--- src/rtl/dct_mac_accum_if.sv ---
// Handshake bundle between the multiplier register and the DCT accumulate stage.
// The master side drives the product stream; the slave side returns the rounded coefficient.
interface dct_mac_accum_if #(
  parameter int unsigned MULT_W = 24,
  parameter int unsigned OUT_W  = 12
) ();
  logic                     ena;
  logic signed [MULT_W-1:0] mult_res;
  logic                     mult_vld;
  logic                     dstrb;
  logic signed [OUT_W-1:0]  dout;
  logic                     douten;
  logic                     sat;
  logic                     abort;

  modport master (
    output ena, mult_res, mult_vld, dstrb,
    input  dout, douten, sat, abort
  );

  modport slave (
    input  ena, mult_res, mult_vld, dstrb,
    output dout, douten, sat, abort
  );
endinterface

--- src/rtl/dct_mac_accum.sv ---
// DCT accumulate stage: sums N_TERMS signed products, then rounds, saturates and
// strobes out one coefficient per sum. An early dstrb discards the partial sum.
module dct_mac_accum #(
  parameter int unsigned MULT_W    = 24,
  parameter int unsigned ACC_W     = 27,
  parameter int unsigned N_TERMS   = 8,
  parameter int unsigned FRAC_BITS = 11,
  parameter int unsigned OUT_W     = 12
) (
  input logic            clk,
  input logic            rst,
  dct_mac_accum_if.slave acc_bus
);

  localparam int unsigned CntW = (N_TERMS > 1) ? $clog2(N_TERMS) : 1;
  localparam int unsigned ExtW = ACC_W + 1;
  localparam logic [CntW-1:0] LastCnt = CntW'(N_TERMS - 1);
  localparam logic signed [ExtW-1:0] RndHalf =
    {{(ExtW - FRAC_BITS){1'b0}}, 1'b1, {(FRAC_BITS - 1){1'b0}}};
  localparam logic signed [ExtW-1:0] MaxOut = {{(ExtW - OUT_W + 1){1'b0}}, {(OUT_W - 1){1'b1}}};
  localparam logic signed [ExtW-1:0] MinOut = {{(ExtW - OUT_W + 1){1'b1}}, {(OUT_W - 1){1'b0}}};

  if (ACC_W < MULT_W + $clog2(N_TERMS)) begin : g_acc_w_check
    $error("dct_mac_accum: ACC_W too narrow, accumulator could wrap");
  end

  typedef enum logic [0:0] {StIdle, StAccum} state_e;

  state_e                  r_state, w_state_nxt;
  logic [CntW-1:0]         r_cnt, w_cnt_nxt;
  logic signed [ACC_W-1:0] r_acc, w_acc_nxt;
  logic signed [OUT_W-1:0] r_dout, w_dout_nxt;
  logic                    r_douten, w_douten_nxt;
  logic                    r_sat, w_sat_nxt;
  logic                    r_abort, w_abort_nxt;

  logic signed [ACC_W-1:0] w_term, w_sum;
  logic signed [ExtW-1:0]  w_rnd, w_shift;
  logic signed [OUT_W-1:0] w_rs;
  logic                    w_clip;

  assign w_term  = {{(ACC_W - MULT_W){acc_bus.mult_res[MULT_W-1]}}, acc_bus.mult_res};
  assign w_sum   = r_acc + w_term;
  // One guard bit so adding the half-LSB can never wrap.
  assign w_rnd   = {w_sum[ACC_W-1], w_sum} + RndHalf;
  assign w_shift = w_rnd >>> FRAC_BITS;

  always_comb begin
    w_rs   = w_shift[OUT_W-1:0];
    w_clip = 1'b0;
    if (w_shift > MaxOut) begin
      w_rs   = MaxOut[OUT_W-1:0];
      w_clip = 1'b1;
    end else if (w_shift < MinOut) begin
      w_rs   = MinOut[OUT_W-1:0];
      w_clip = 1'b1;
    end
  end

  always_comb begin
    w_state_nxt  = r_state;
    w_cnt_nxt    = r_cnt;
    w_acc_nxt    = r_acc;
    w_dout_nxt   = r_dout;
    w_douten_nxt = 1'b0;
    w_sat_nxt    = 1'b0;
    w_abort_nxt  = 1'b0;
    unique case (r_state)
      StIdle: begin
        if (acc_bus.mult_vld && acc_bus.dstrb) begin
          w_acc_nxt   = w_term;
          w_cnt_nxt   = CntW'(1);
          w_state_nxt = StAccum;
        end
      end
      StAccum: begin
        if (acc_bus.mult_vld) begin
          if (acc_bus.dstrb) begin
            w_abort_nxt = 1'b1;
            w_acc_nxt   = w_term;
            w_cnt_nxt   = CntW'(1);
          end else if (r_cnt == LastCnt) begin
            w_dout_nxt   = w_rs;
            w_douten_nxt = 1'b1;
            w_sat_nxt    = w_clip;
            w_acc_nxt    = '0;
            w_cnt_nxt    = '0;
            w_state_nxt  = StIdle;
          end else begin
            w_acc_nxt = w_sum;
            w_cnt_nxt = r_cnt + CntW'(1);
          end
        end
      end
      default: w_state_nxt = StIdle;
    endcase
  end

  // ena gates every register, so pulse outputs stretch across a stall.
  always_ff @(posedge clk or posedge rst) begin
    if (rst) begin
      r_state  <= StIdle;
      r_cnt    <= '0;
      r_acc    <= '0;
      r_dout   <= '0;
      r_douten <= 1'b0;
      r_sat    <= 1'b0;
      r_abort  <= 1'b0;
    end else if (acc_bus.ena) begin
      r_state  <= w_state_nxt;
      r_cnt    <= w_cnt_nxt;
      r_acc    <= w_acc_nxt;
      r_dout   <= w_dout_nxt;
      r_douten <= w_douten_nxt;
      r_sat    <= w_sat_nxt;
      r_abort  <= w_abort_nxt;
    end
  end

  assign acc_bus.dout   = r_dout;
  assign acc_bus.douten = r_douten;
  assign acc_bus.sat    = r_sat;
  assign acc_bus.abort  = r_abort;

endmodule

--- src/flat_wrapper.sv ---
// flat-port wrapper written by rule: the top's interface ports become plain ports
module dct_mac_accum_flat 
#(
  parameter int unsigned MULT_W    = 24,
  parameter int unsigned ACC_W     = 27,
  parameter int unsigned N_TERMS   = 8,
  parameter int unsigned FRAC_BITS = 11,
  parameter int unsigned OUT_W     = 12
)
  (clk, rst, acc_bus_ena, acc_bus_mult_res, acc_bus_mult_vld, acc_bus_dstrb, acc_bus_dout, acc_bus_douten, acc_bus_sat, acc_bus_abort);
  dct_mac_accum_if #(.MULT_W(MULT_W), .OUT_W(OUT_W)) acc_bus_i ();
  input logic clk;
  input logic rst;
  input wire logic [$bits(acc_bus_i.ena)-1:0] acc_bus_ena;
  input wire logic [$bits(acc_bus_i.mult_res)-1:0] acc_bus_mult_res;
  input wire logic [$bits(acc_bus_i.mult_vld)-1:0] acc_bus_mult_vld;
  input wire logic [$bits(acc_bus_i.dstrb)-1:0] acc_bus_dstrb;
  output wire logic [$bits(acc_bus_i.dout)-1:0] acc_bus_dout;
  output wire logic [$bits(acc_bus_i.douten)-1:0] acc_bus_douten;
  output wire logic [$bits(acc_bus_i.sat)-1:0] acc_bus_sat;
  output wire logic [$bits(acc_bus_i.abort)-1:0] acc_bus_abort;
  assign acc_bus_i.ena = acc_bus_ena;
  assign acc_bus_i.mult_res = acc_bus_mult_res;
  assign acc_bus_i.mult_vld = acc_bus_mult_vld;
  assign acc_bus_i.dstrb = acc_bus_dstrb;
  assign acc_bus_dout = acc_bus_i.dout;
  assign acc_bus_douten = acc_bus_i.douten;
  assign acc_bus_sat = acc_bus_i.sat;
  assign acc_bus_abort = acc_bus_i.abort;
  dct_mac_accum #(.MULT_W(MULT_W), .ACC_W(ACC_W), .N_TERMS(N_TERMS), .FRAC_BITS(FRAC_BITS), .OUT_W(OUT_W)) u_core (.clk(clk), .rst(rst), .acc_bus(acc_bus_i));
endmodule
--- config.mk ---
export PLATFORM = sky130hd
export DESIGN_NAME = dct_mac_accum_flat
export DESIGN_NICKNAME = d
export VERILOG_FILES = /design/src/rtl/dct_mac_accum_if.sv /design/src/rtl/dct_mac_accum.sv /design/src/flat_wrapper.sv
export SDC_FILE = /design/constraint.sdc
export NUM_CORES = 1
export LEC_CHECK = 0
export BUFFER_PORTS_ARGS = -buffer_cell sky130_fd_sc_hd__buf_2
export CORE_MARGIN = 8
export CORE_UTILIZATION = 40
export CTS_BUF_LIST = sky130_fd_sc_hd__clkbuf_4
export CTS_CLUSTER_SIZE = 8
export DETAILED_ROUTE_END_ITERATION = 8
export PLACE_DENSITY = 0.6
export REMOVE_ABC_BUFFERS = 1
export SETUP_SLACK_MARGIN = 0.2
export SLEW_MARGIN = 20
export SYNTH_ARGS = -nofsm -noshare
export SYNTH_HDL_FRONTEND = slang
export SYNTH_SLANG_ARGS = --single-unit
--- constraint.sdc ---
create_clock -name clk -period 11.1 [get_ports clk]
set_input_delay 1.665 -clock clk [delete_from_list [all_inputs] [get_ports clk]]
set_output_delay 1.665 -clock clk [all_outputs]
set_load 0.01 [all_outputs]
; ---- Yosys cells after proc, flatten, opt, wreduce, memory -nomap -nowiden
; Index checks and enable logic that the tools add are counted.
[word_totals]
register_bits = 46
output_inout_bits = 15
[classes]
n_addsub = 3
order_cmp = 2
eq_ne = 3
muxes = 30
bitwise_logic = 2
reduce_logical = 3
[ops]
columns = op, n
row1 = $mux W27, 4
row2 = $pmux W27 S2, 1
row3 = $add A27 B12 Y28 const B, 1
row4 = $add A27 B24 Y27, 1
row5 = $mux W12, 2
row6 = $gt A17 B12 Y1 const B, 1
row7 = $lt A17 B12 Y1 const B, 1
row8 = $mux W1, 17
row9 = $mux W3, 4
row10 = $pmux W3 S2, 1
row11 = $reduce_and A5 Y1, 1
row12 = $add A3 B1 Y3 const B, 1
row13 = $eq A3 B3 Y1 const B, 1
row14 = $reduce_and A3 Y1, 1
row15 = $ne A2 B1 Y1 const B, 1
row16 = $ne A2 B2 Y1 const B, 1
row17 = $not A1 Y1, 2
row18 = $pmux W1 S2, 1
row19 = $logic_and A1 B1 Y1, 1

; ---- Depth between registers and ports, before layout
; Gate-level depths: netlist of the first run.
[logic_depth]
word_depth = 9
ltp_mapped = 14

; ---- Worst setup path before layout of the first run
; Ideal clock, no wire load.
[synth_path]
path_kind = input -> register
start = in acc_bus_mult_res[0]
end = reg u_core.r_dout[9], in the netlist u_core.acc_bus.dout[9]
setup_ns = 0.133
arrival_time_ns = 4.838
required_time_ns = 10.967
path_slack_ns = 6.129
cell_stages = 14
path_cell_list = ha_1 -> fa_1 -> a211oi_2 -> o21ai_2 -> a21oi_1 -> xnor2_1 -> ha_1 -> nand4_2 -> or3_4 -> nor3_1 -> o2111ai_1 -> buf_2 -> a2111oi_2 -> nor3_2
[synth_between]
elab_chain_len = 5
elab_cells_between_ends = 6
[synth_lines]
columns = element, line_no
row1 = from (decl), flat_wrapper.sv:15  ; input wire logic [$bits(acc_bus_i.mult_res)-1:0] acc_bus_mult_res;
row2 = $add A27 B24 Y27 *, dct_mac_accum.sv:43  ; assign w_sum = r_acc + w_term;
row3 = $add A27 B12 Y28 *, dct_mac_accum.sv:45  ; assign w_rnd = {w_sum[ACC_W-1], w_sum} + RndHalf;
row4 = $lt A17 B12 Y1, dct_mac_accum.sv:54  ; end else if (w_shift < MinOut) begin
row5 = $mux W12, dct_mac_accum.sv:54
row6 = $mux W12 *, dct_mac_accum.sv:51  ; if (w_shift > MaxOut) begin
row7 = to (signal assigned), dct_mac_accum.sv:113  ; r_dout <= w_dout_nxt;
row8 = to (decl), dct_mac_accum.sv:32  ; logic signed [OUT_W-1:0] r_dout, w_dout_nxt;
; Mark *: on every way between the ends. The rest lies on a longest branch, timed or not.
; A chain may end at the register's enable or synchronous reset.

; ---- Worst setup path after layout of the first run
[layout_path]
start = in acc_bus_mult_res[0]
end = reg u_core.r_dout[8], in the netlist u_core.acc_bus.dout[8]
; Same word-level chain as after synthesis.

==> summary.md, run 1 <==
| Metric | Value |
|---|---|
| Finished Cell Area | `4800 sq um` |
| Initial antenna violation count | `1` |
| Worst slew pin tran | `0.909 ns` |
| Max-Cap Viols | `0` |
| Async SR Flop Fraction | `1.00` |
| Clk buf depth | `2` |
| Cells after synthesis | `538` |
| Vias in the first global route | `4041` |
| Residual DRC | `0` |
| Yosys reg bits | `46` |
| Synth warn | `0` |
| Finished Layout Cells | `700` |
| Drt wl/cell | `16.7 microns` |
| Placed standard-cell area | `about 4700 sq um` |
| Mapped Area | `4450 sq um` |
| Hold buffers post-CTS | `0` |
| Clock root buffer | `clkbuf_4` |
| WP data arrival | `about 5.7 ns` |
| H-Tree Depth | `2` |
| Ys flop type | `dfrtp_1` |
| 1st-iter DRT viols | `approximately 280` |
| Sw frac | `0.524` |
| Worst setup EP type | `flop` |
| Top post-synthesis cells by count | `nand2_1, dfrtp_1, o21ai_0` |
| Setup Fix Bufs, Post-CTS | `0` |
| Part of the power in registers | `0.223` |
| Hold Vio Cnt, Final | `0` |
| Status | `finished, final reports clean` |
| Critical path type | `input pin to flop` |
| Req. time, crit path | `11.43 ns` |
| P_leak | `2.02 nW` |
| CTS clk-pin slew, worst paths | `roughly 0.16 ns` |
| Starting density of the core | `0.411` |
| RSZ-0062 raised after global routing | `no` |
| Die area | `roughly 15000 sq um` |
| Comb pwr share | `0.690` |
| IO Count | `44` |
| Relative slew slack | `0.393` |
| Largest area contributor in the netlist | `dfrtp_1` |
| Global-route wire length before repair | `roughly 20000 microns` |
| Die span in x | `~120 microns` |
| Crit-path max FO | `12` |
| Global Route Usage Sum | `0.161` |
| Clk sinks | `46` |
| Top cell type's share of synthesized area | `0.258` |
| RePlAce Congestion | `0.815` |
| Fill cells | `about 1.1k` |
| Avg Inst Size Synth | `around 8.3 sq um` |
| Hold crit path type | `flop to flop` |
| Int Power | `roughly 0.0005 W` |
| Core area | `approximately 11000 sq um` |
| Buffers on Ports | `43` |
| Worst hold slack | `0.503 ns` |
| Post-synthesis sequential area ratio | `0.258` |
| VDD IR max | `about 0.07 mV` |
| Pins Over Slew Limit | `0` |
| Pre-antenna DRT Iters | `4` |
| Area Growth Syn to Fin | `7.78%` |
| Setup_tns | `0 ns` |
| DPL Wire Length | `8870 microns` |
| Worst-Skew Late Latency | `0.39 ns` |
| Vias/cell | `5.80` |
| Setup violators final | `0` |
| Tcrit/Tclk final | `0.484` |
| Most numerous cell in the Yosys netlist | `nand2_1` |
| PD cells | `219 nW/um^2` |
| Die height | `122 microns` |
| Largest net degree at the start of global routing | `55` |
| Nets | `617` |
| Top post-synthesis cells by area | `dfrtp_1, ha_1, nand2_1` |
| WL final | `11700 microns` |
| Cell variety after synth | `77` |
| # rows | `38` |
| Antenna-violating nets left | `0` |
| P_sw | `0.000551 W` |
| Share of post-route cells with drive strength above 1 | `0.175` |
| Number of synthesized flops with an enable pin | `0` |
| Setup crit start kind | `input pin` |
| Clock share of power | `0.087` |
| TritonCTS Buffers | `5` |
| Achievable Freq | `~0.19 GHz` |
| Via count | `between 4k and 5k` |
| Setup Skew | `roughly 0.0098 ns` |
| Final Critical Period | `5.37 ns` |
| DP Cell Count | `slightly below 700` |
| CTS tree | `yes` |
| Gr ovfl total | `0` |
| Number of gates resized after cts | `0` |
[power by group through the flow]
stage	combinational, W	clock (W)	sequential, W
after CTS	0.000716	0.0000962	0.000235
after floorplan	0.000552	0	0.000237
final	0.000726	0.0000920	0.000235
after global routing	0.000805	0.000102	0.000241
after global placement	0.000706	0	0.000237
after detailed placement	0.000712	0	0.000239
[cell families (layout without fill, tap and decap cells)]
group	after synthesis	count (layout)	synth area share
AOI/OAI and AO/OA	196	196	0.312
buffers and inverters	44	65	0.0480
xor gates and xnor gates	31	31	0.0643
and+or+nand+nor	189	189	0.226
other	0	1	0
muxes	2	2	0.00449
DFF	46	46	0.258
adders and majority gates	30	30	0.0860
[through the flow]
step / util / setup slack (ns) / total power [W]
after floorplan: - / 5.94 / 0.000789
after global placement: 0.434 / 5.48 / 0.000943
after detailed placement: 0.434 / 5.34 / 0.000950
after CTS: 0.439 / 5.73 / 0.00105
after global routing: 0.443 / 5.41 / 0.00115
final: 0.443 / 5.73 / 0.00105
[layout make-up]
type	instances	area [sq um]	share of cell area
clock inverters	3	23.8	0.00495
flip-flops and latches	46	1150	0.240
clock buffers	5	37.5	0.00782
inverters	10	38.8	0.00808
well taps	140	175	0.0365
repair buffers	47	265	0.0553
diodes	1	2.50	0.000521
multi-input cells	448	3110	0.647
[flip-flops by register name (all words and copies together), names as in the netlist]
name,cells
u_core.acc_bus.douten,1
u_core.r_cnt,3
u_core.acc_bus.abort,1
u_core.r_acc,27
u_core.r_state,1
u_core.acc_bus.sat,1
u_core.acc_bus.dout,12
[critical path, stage by stage]
cell and delay, ns:
buf_2 0.10, ha_1 0.24, fa_1 0.44, a211oi_2 0.33, o21ai_2 0.15, a21oi_1 0.20, xnor2_1 0.21, ha_1 0.25
nand4_2 0.16, or3_4 0.39, or4_1 0.42, a211oi_2 0.80, o22ai_1 0.18, nor3_2 0.15
[per-layer routing]
metal	share of wire	track usage
met5	0	0
met4	0.017	0.0501
met3	0.045	0.0256
met2	0.46	0.260
met1	0.48	0.214
[cells in the final DEF (no fill, tap or decap), types with 7 or more instances in the layout]
master,instances
a211oi_1,15
a21oi_1,35
a22oi_1,22
and2_1,7
and4_1,7
buf_2,43
dfrtp_1,46
ha_1,29
inv_1,9
nand2_1,69
nand3_1,7
nand4_1,9
nor2_1,34
nor3_1,14
nor3_2,9
o21ai_0,42
o21ai_1,8
o22ai_1,11
xnor2_1,19
xor2_1,10
[path summary, 6_finish.rpt]
check                                                   from                                 end  slack (ns)  cells past startpoint
min                        u_core.acc_bus.douten$_DFFE_PP0P_   u_core.acc_bus.douten$_DFFE_PP0P_        0.50                      1
max                                      acc_bus_mult_res[0]  u_core.acc_bus.dout[8]$_DFFE_PP0P_        5.73                     14
max in group asynchronous                                rst        u_core.r_acc[19]$_DFFE_PP0P_        9.21                      2
max reg2reg                      u_core.r_acc[0]$_DFFE_PP0P_  u_core.acc_bus.dout[8]$_DFFE_PP0P_        6.70                     13
min in group asynchronous                                rst    u_core.acc_bus.abort$_DFFE_PP0P_        1.38                      2
min reg2reg                u_core.acc_bus.douten$_DFFE_PP0P_   u_core.acc_bus.douten$_DFFE_PP0P_        0.50                      1
Note: power is estimated with default switching activity, not from simulation.
==> run 2: changes to the inputs <==
--- a/config.mk
+++ b/config.mk
@@ -11,7 +11,7 @@
 export CTS_BUF_LIST = sky130_fd_sc_hd__clkbuf_4
 export CTS_CLUSTER_SIZE = 8
 export DETAILED_ROUTE_END_ITERATION = 8
-export PLACE_DENSITY = 0.6
+export PLACE_DENSITY = 0.62
 export REMOVE_ABC_BUFFERS = 1
 export SETUP_SLACK_MARGIN = 0.2
 export SLEW_MARGIN = 20
==> constraint.sdc (replaced) <==
create_clock -name clk -period 4.8 [get_ports clk]
set_input_delay 0.72 -clock clk [delete_from_list [all_inputs] [get_ports clk]]
set_output_delay 0.72 -clock clk [all_outputs]
set_load 0.01 [all_outputs]
==> run 2 against run 1 <==
Utilization increased by 0.29 points. Highest routed layer unchanged. Critical path type unchanged. Cell count rose by 0.57%. Critical path depth fell by 1. Sequential cell count unchanged. Largest power group unchanged. First-iteration DRC count rose by 9.7%. Clock skew up 0.0075 ns.
==> summary.md, run 2 (synthesis gave the netlist of run 1 again) <==
| Metric | Value |
|---|---|
| Via count | `about 4.1k` |
| H-Tree Depth | `2` |
| Largest net degree at the start of global routing | `55` |
| Nets | `622` |
| Worst setup EP type | `flop` |
| Reg2Reg Setup Slack | `0.76 ns` |
| CTS clk-pin slew, worst paths | `0.19 ns` |
| IO Count | `44` |
| Starting density of the core | `0.411` |
| Part of the power in registers | `0.219` |
| Final Critical Period | `4.05 ns` |
| Number of gates resized after cts | `0` |
| P_leak | `between 2 and 2.5 nW` |
| Die height | `122 microns` |
| Clk buf depth | `2` |
| RePlAce Congestion | `~0.86` |
| Wire length on met2 | `5280 microns` |
| Antenna-violating nets left | `0` |
| Global-route wire length before repair | `~20000 microns` |
| Crit path cell chain | `buf_2, ha_1, fa_1, a211oi_2, o211ai_2, a21oi_2, o21ai_1, xnor2_1, nor4_4, nand4_1, o31a_1, a2111oi_0, nor3_1` |
| Hold Vio Cnt, Final | `0` |
| Most common cell after layout, fill and taps aside | `nand2_1` |
| Int Power | `0.00119 W` |
| Antenna diode count | `0` |
| Residual DRC | `0` |
| Clk sinks | `46` |
| VDD IR max | `0.171 mV` |
| # rows | `38` |
| Hold crit path type | `input pin to async pin` |
| Pre-antenna DRT Iters | `5` |
| DP Cell Count | `695` |
| 1st-iter DRT viols | `306` |
| Relative slew slack | `0.430` |
| Comb pwr share | `0.687` |
| Critical path type | `input pin to flop` |
| Setup_tns | `0 ns` |
| Initial antenna violation count | `0` |
| TritonCTS Buffers | `5` |
| Worst-Skew Late Latency | `about 0.40 ns` |
| Max reg flops | `27` |
| Core area | `10800 sq um` |
| Vias in the first global route | `3927` |
| Critical path's largest stage delay | `approximately 0.5 ns` |
| Status | `finished, final reports clean` |
| Setup crit start kind | `input pin` |
| Final Util | `0.446` |
| Achievable Freq | `0.247 GHz` |
| Finished Layout Cells | `704` |
| Worst slew pin tran | `0.854 ns` |
| Pins Over Slew Limit | `0` |
| Sw frac | `0.519` |
| Max-Cap Viols | `0` |
| Commonest cells after routing, fill and taps aside | `nand2_1, dfrtp_1, buf_2` |
| Pre-CTS setup slack | `0.327 ns` |
| Setup violators final | `0` |
| Vias/cell | `5.78` |
| Overall power | `between 0.002 and 0.0025 W` |
| DPL Wire Length | `~9000 microns` |
| CTS tree | `yes` |
| Fin worst setup slack | `0.749 ns` |
| Req. time, crit path | `5.08 ns` |
| Hold buffers post-CTS | `0` |
| Setup Fix Bufs, Post-CTS | `0` |
| Area Growth Syn to Fin | `8.48%` |
| DR top layer | `met4` |
| Worst path slowest cell | `o31a_1` |
| Die span in x | `122 microns` |
| Routed wl met3 | `477 microns` |
| WP data arrival | `approximately 4.3 ns` |
| Tcrit/Tclk final | `0.844` |
| Buffers on Ports | `43` |
| Most flop-heavy register | `u_core.r_acc` |
| Gr ovfl total | `0` |
| PD cells | `513 nW/um^2` |
| RSZ-0062 raised after global routing | `no` |
| Drt wl/cell | `around 17 microns` |
| WL final | `11600 microns` |
| P_sw | `between 0.001 and 0.0015 W` |
| Global Route Usage Sum | `0.162` |
| Die area | `14800 sq um` |
| Clock root buffer | `clkbuf_4` |
| R2r worst-path depth | `12` |
| Metal-1 WL | `5800 microns` |
| Clock share of power | `0.094` |
| Share of post-route cells with drive strength above 1 | `0.181` |
| Crit-path max FO | `12` |
| Setup Skew | `0.0173 ns` |
-- run 2: cell types whose count changed in the layout (fill, tap and decap cells not counted) --
cell,delta
buf_4,+5
o2111ai_2,-1
o2111ai_1,+1
clkinvlp_4,-2
diode_2,-1
inv_6,+2
-- run 2: layout make-up --
| class | count | area, sq um |
|---|---|---|
| multi-input combinational | 448 | 3100 |
| timing repair buffer | 52 | 303 |
| tap | 140 | 175 |
| inverter | 10 | 38.8 |
| sequential | 46 | 1150 |
| fill | 1113 | 6010 |
| clock inverter | 3 | 26.3 |
| clock buffer | 5 | 37.5 |
-- run 2: routing by layer --
| layer | vias to the layer above | global-route usage |
|---|---|---|
| met1 | 1923 | 0.233 |
| met3 | 5 | 0.0214 |
| met5 | - | 0 |
| li1 | 2067 | - |
| met2 | 76 | 0.255 |
| met4 | 0 | 0.0285 |
-- run 2: critical path: cells and delay by family --
| family | cells | cell delay (ns) |
|---|---|---|
| AND/OR/NAND/NOR | 3 | 0.78 |
| AO/OA/AOI/OAI | 6 | 1.81 |
| adder cells (fa/ha/maj) | 2 | 0.68 |
| XOR/XNOR | 1 | 0.24 |
| buffers and inverters | 1 | 0.11 |
-- run 2: final timing paths --
kind | end | start
max | u_core.acc_bus.dout[10]$_DFFE_PP0P_ | acc_bus_mult_res[0]
min | u_core.acc_bus.douten$_DFFE_PP0P_ | rst
max reg2reg | u_core.acc_bus.dout[10]$_DFFE_PP0P_ | u_core.r_acc[0]$_DFFE_PP0P_
min reg2reg | u_core.acc_bus.douten$_DFFE_PP0P_ | u_core.acc_bus.douten$_DFFE_PP0P_
max in group asynchronous | u_core.r_acc[25]$_DFFE_PP0P_ | rst
min in group clk | u_core.acc_bus.douten$_DFFE_PP0P_ | u_core.acc_bus.douten$_DFFE_PP0P_
-- run 2: power by group through the flow --
stage	registers, W	clock network (W)	logic [W]
2_1_floorplan	0.000548	0	0.00128
3_3_place_gp	0.000547	0	0.00167
3_5_place_dp	0.000551	0	0.00168
4_1_cts	0.000544	0.000241	0.00168
5_1_grt	0.000558	0.000254	0.00189
6_report	0.000543	0.000232	0.00170
-- run 2: metrics by stage --
| step | area, sq um | hold WS (ns) |
|---|---|---|
| floorplan | 4280 | 0.454 |
| global placement | 4740 | 0.458 |
| detailed placement | 4740 | 0.479 |
| CTS | 4800 | 0.516 |
| global route | 4830 | 0.497 |
| finish | 4830 | 0.432 |
